===== config.mk =====
export PLATFORM = sky130hd
export DESIGN_NAME = cpu_rst_seq
export DESIGN_NICKNAME = d
export VERILOG_FILES = /design/src/rtl/cpu_rst_seq.sv
export SDC_FILE = /design/constraint.sdc
export NUM_CORES = 1
export LEC_CHECK = 0
export ABC_AREA = 1
export CORE_ASPECT_RATIO = 1.1
export CORE_MARGIN = 4
export CORE_UTILIZATION = 55
export CTS_CLUSTER_SIZE = 8
export DETAILED_ROUTE_END_ITERATION = 8
export PLACE_DENSITY = 0.89
export SYNTH_ARGS = -nofsm -noshare
export SYNTH_HDL_FRONTEND = slang
export SYNTH_SLANG_ARGS = --single-unit

===== constraint.sdc =====
create_clock -name I_clk_100mhz -period 1.84 [get_ports I_clk_100mhz]
set_input_delay 0.368 -clock I_clk_100mhz [delete_from_list [all_inputs] [get_ports I_clk_100mhz]]
set_output_delay 0.368 -clock I_clk_100mhz [all_outputs]
set_load 0.01 [all_outputs]

===== src/rtl/cpu_rst_seq.sv =====
// CPU-domain reset sequencer: synchronized force-reset request -> fixed-length active-low CPU reset,
// 4-phase ack, done pulse and saturating sequence count. Optional retire watchdog under CPU_RST_WDT_EN.
module cpu_rst_seq #(
   parameter int unsigned RST_HOLD = 16,
   parameter int unsigned SETTLE   = 8,
   parameter int unsigned CNT_W    = 16,
   parameter int unsigned WDT_CYC  = 1024
) (
   input  logic             I_clk_100mhz,
   input  logic             I_Rst,
   input  logic             I_clk_locked,
   input  logic             I_force_req,
   input  logic             I_retire,
   output logic             O_cpu_rst_b,
   output logic             O_ack,
   output logic             O_busy,
   output logic             O_done,
   output logic [CNT_W-1:0] O_rst_cnt,
   output logic             O_wdt_err
);

   localparam int unsigned MAX_HS  = (RST_HOLD > SETTLE) ? RST_HOLD : SETTLE;
   localparam int unsigned MAX_CYC = (MAX_HS > WDT_CYC) ? MAX_HS : WDT_CYC;
   localparam int unsigned CW      = $clog2(MAX_CYC) + 1;

   localparam logic [CW-1:0] HOLD_LAST   = CW'(RST_HOLD - 1);
   localparam logic [CW-1:0] SETTLE_LAST = CW'(SETTLE - 1);

   typedef enum logic [1:0] {
      IDLE    = 2'd0,
      ASSERT  = 2'd1,
      RELEASE = 2'd2,
      DONE    = 2'd3
   } state_t;

   state_t        state;
   logic [CW-1:0] cnt;
   logic          req_q;
   logic          req_edge_c;
   logic          wdt_fire_c;

   assign req_edge_c = I_force_req & ~req_q;

   // Sequencer; lock loss overrides everything, a new request edge restarts the hold.
   always_ff @(posedge I_clk_100mhz or posedge I_Rst) begin
      if (I_Rst) begin
         state       <= ASSERT;
         cnt         <= '0;
         req_q       <= 1'b0;
         O_cpu_rst_b <= 1'b0;
         O_ack       <= 1'b0;
         O_busy      <= 1'b1;
         O_done      <= 1'b0;
         O_rst_cnt   <= '0;
      end else begin
         req_q  <= I_force_req;
         O_done <= 1'b0;

         if (req_edge_c)
            O_ack <= 1'b1;
         else if (!I_force_req)
            O_ack <= 1'b0;

         if (!I_clk_locked || req_edge_c || wdt_fire_c) begin
            state       <= ASSERT;
            cnt         <= '0;
            O_cpu_rst_b <= 1'b0;
            O_busy      <= 1'b1;
         end else begin
            unique case (state)
               IDLE: begin
                  O_cpu_rst_b <= 1'b1;
                  O_busy      <= 1'b0;
               end
               ASSERT: begin
                  if (cnt == HOLD_LAST) begin
                     state       <= RELEASE;
                     cnt         <= '0;
                     O_cpu_rst_b <= 1'b1;
                  end else begin
                     cnt <= cnt + CW'(1);
                  end
               end
               RELEASE: begin
                  if (cnt == SETTLE_LAST) begin
                     state  <= DONE;
                     cnt    <= '0;
                     O_done <= 1'b1;
                     if (O_rst_cnt != '1)
                        O_rst_cnt <= O_rst_cnt + CNT_W'(1);
                  end else begin
                     cnt <= cnt + CW'(1);
                  end
               end
               DONE: begin
                  state  <= IDLE;
                  O_busy <= 1'b0;
               end
               default: state <= ASSERT;
            endcase
         end
      end
   end

`ifdef CPU_RST_WDT_EN
   localparam logic [CW-1:0] WDT_LAST = CW'(WDT_CYC - 1);

   logic          wdt_act;
   logic          wdt_arm;
   logic [CW-1:0] wdt_cnt;

   assign wdt_fire_c = wdt_act & ~I_retire & (wdt_cnt == WDT_LAST) & (state == IDLE)
                     & I_clk_locked & ~req_edge_c;

   // Retire window after each armed completion; arm is re-granted only by a host request.
   always_ff @(posedge I_clk_100mhz or posedge I_Rst) begin
      if (I_Rst) begin
         wdt_act   <= 1'b0;
         wdt_arm   <= 1'b1;
         wdt_cnt   <= '0;
         O_wdt_err <= 1'b0;
      end else begin
         if (req_edge_c)
            wdt_arm <= 1'b1;

         if (!I_clk_locked || req_edge_c) begin
            wdt_act <= 1'b0;
         end else if (O_done && wdt_arm) begin
            wdt_act <= 1'b1;
            wdt_cnt <= CW'(1);
         end else if (wdt_act) begin
            if (I_retire) begin
               wdt_act <= 1'b0;
            end else if (wdt_fire_c) begin
               wdt_act   <= 1'b0;
               wdt_arm   <= 1'b0;
               O_wdt_err <= 1'b1;
            end else begin
               wdt_cnt <= wdt_cnt + CW'(1);
            end
         end
      end
   end
`else
   logic unused_retire_c;

   assign unused_retire_c = I_retire;
   assign wdt_fire_c      = 1'b0;
   assign O_wdt_err       = 1'b0;
`endif

endmodule


==> results.md <==
- Post-DR vias/cell: slightly above 5
- Post-placement cell count: 366
- CTS tree: built
- Final Instance Count excl. Fillers: about 380
- Full die area: 4850 sq um
- DR vias: between 1500 and 2000
- Vias in the first global route: 1855
- Synth warn: 0
- Die Wd: ~67 microns
- Count of final hold-check violations: 0
- Buf+Inv Stages, Crit Path: 1
- PD cells: about 760 nW/um^2
- Total negative slack: 0 ns
- Largest net degree at the start of global routing: 35
- Clock sinks: 34
- Pleak: around 1.2 nW
- Initial core utilization: 0.572
- Clock buffer count from CTS: 5
- Wire length per cell: about 12 microns
- CP Cell Sequence: clkdlybuf4s50_1
- Synth unique cells: 26
- Hold slack: 0.470 ns
- Post-route minimum period: around 1.7 ns
- DR pass1 iterations: 4
- Reg clk slew, reported paths: 0.07 ns
- Net Count, Synth: just over 300
- Routed WL: roughly 4.5 mm
- Remaining DRCs: 0
- Synthesized instance count: between 200 and 300
- Post-synthesis sequential area ratio: 0.408
- CTS Buffer Depth: 2
- Core Region: between 3000 and 4000 sq um
- Status: finished clean
- I/O pins: 26
- Share of cells above drive strength 1: 0.108
- Slew Limit Fails: 0
- GP Congestion: between 0.8 and 0.9
- Clock Skews: 0.00743 ns
- CP max stage delay: around 0.53 ns
- Clock latency on the worst-skew pair: approximately 0.29 ns
- Post-DP HPWL: roughly 3.3 mm
- Max-cap viol count: 0
- Crit share post-route: 0.930
- GRT Total Usage: 0.213
- First-pass GRT wire length: around 8 mm
- Flip-flop and latch count after synthesis: 34
- Max IR drop VDD: around 0.00075 V
- Critical setup path kind: reg2out
- Clk root buf: clkbuf_8
- H-tree depth: 2
- Final net count: between 300 and 400
- CP top delay family: flip-flops
- Syn_area_per_cell: approximately 7.2 sq um
- # diodes: 0
- PortBufs: 23
- DRC marker count from the first detailed-route iteration: between 100 and 150
- Total congestion overflow: 0
- Synth-to-Final Area Change: 20.7%
- Post-Synthesis Cell Area: 2090 sq um
- Final setup vio count: 0
- ANT nets after route: 0
- FMAX: between 500 and 600 MHz
- Worst Setup End Kind: primary output
- Worst Path Arrival: 1.34 ns
- Hold_buf cts: 0
- Worst hold path class: in2async
- Worst Path Required: approximately 1.5 ns
- RSZ-0062 raised after global routing: no
- Slowest cell on crit path: dfstp_2
- Initial antenna violation count: 0
- Startpoint types: flip-flop
- Worst Path Max Fanout: 2
- Die Y-Extent: just over 70 microns
- # rows: 23
==> sequential cells by signal, indices dropped and copies added, names as in the netlist <==
register,flops
O_ack,1
O_busy,1
O_cpu_rst_b,1
O_done,1
O_rst_cnt,16
cnt,11
req_q,1
state,2
==> power by group <==
group / switching (mW) / internal, mW / leakage [nW]
registers: 0.0678 / 0.829 / 0.461
logic: 0.268 / 0.181 / 0.723
clock network: 0.267 / 0.302 / 0.0482
==> cell usage after synthesis <==
master | instances | area, sq um
nor2_2 | 4 | 25.0
xnor2_1 | 7 | 61.3
nor2_1 | 27 | 101
inv_2 | 2 | 7.51
dfstp_2 | 2 | 52.6
inv_1 | 28 | 105
clkbuf_1 | 1 | 3.75
nand4_1 | 12 | 75.1
buf_4 | 1 | 7.51
o21ai_4 | 1 | 16.3
a21oi_1 | 1 | 5.00
buf_6 | 2 | 22.5
conb_1 | 1 | 3.75
nand3_1 | 21 | 105
ha_1 | 6 | 75.1
xor2_1 | 5 | 43.8
nand2_4 | 1 | 11.3
nor3_1 | 1 | 5.00
o21ai_0 | 11 | 55.1
nand2_2 | 5 | 31.3
or2_2 | 1 | 6.26
nand2_1 | 114 | 428
dfrtp_1 | 32 | 801
clkinv_1 | 1 | 3.75
nor2_4 | 3 | 33.8
buf_2 | 1 | 5.00
==> final timing paths <==
path | start | slack [ns] | depth (start not counted) | endpoint
setup / recovery | O_busy | 0.13 | 1 | O_busy
hold / removal | I_Rst | 0.47 | 3 | O_rst_cnt[2]
setup reg to reg | cnt[0] | 0.15 | 9 | O_rst_cnt[9]
hold reg to reg | O_busy | 0.47 | 2 | O_busy
max in group asynchronous | I_Rst | 1.03 | 3 | O_busy
min in group I_clk_100mhz | O_busy | 0.47 | 2 | O_busy
==> timing repair <==
action / CTS / global route
endpoints found under the hold margin: 0 / 0
setup buffers: 0 / 1
endpoints found under the setup margin: 0 / 2
gates resized for setup: 0 / 1
==> per-stage QoR <==
step | total power, mW | worst slack, ns | util | area [sq um]
global placement | 1.32 | 0.0361 | 0.659 | 2410
CTS | 1.93 | 0.110 | 0.684 | 2500
detailed placement | 1.35 | -0.00672 | 0.659 | 2410
floorplan | 1.21 | 0.322 | - | 2090
finish | 1.92 | 0.129 | 0.691 | 2520
global route | 2.04 | 0.0249 | 0.691 | 2520
==> cell usage in the layout, fill, tap and decap left out, drive strengths merged <==
cell type	count
a21oi	1
buf	8
clkbuf	7
clkdlybuf4s50	23
clkinv	2
conb	1
dfrtp	32
dfstp	2
ha	6
inv	30
nand2	120
nand3	21
nand4	12
nor2	34
nor3	1
o21ai	12
or2	1
xnor2	7
xor2	5
==> layout make-up <==
type	count	area, sq um
clock buffer	7	86.3
clock inverter	1	5.00
fill	315	1130
inverter	31	116
multi-input combinational	221	1080
sequential	34	853
tap	50	62.6
timing repair buffer	31	315
==> metal layers <==
layer  vias up  wire length (microns)  global-route usage
met1       926                   1760               0.231
li1        971                      -                   -
met4         0                    101              0.0948
met2        39                   2470               0.381
met5         -                      0                   0
met3        11                    207              0.0570
==> logic make-up (layout without fill, tap and decap cells) <==
group,Yosys count,in the layout,share of synthesized area
other,1,1,0.00179
flip-flops,34,34,0.408
adder cells (fa/ha/maj),6,6,0.0359
buffers and inverters,36,70,0.0742
AND/OR/NAND/NOR,189,189,0.393
AO/OA/AOI/OAI,13,13,0.0365
XOR/XNOR,12,12,0.0503
Note: power is estimated with default switching activity, not from simulation.
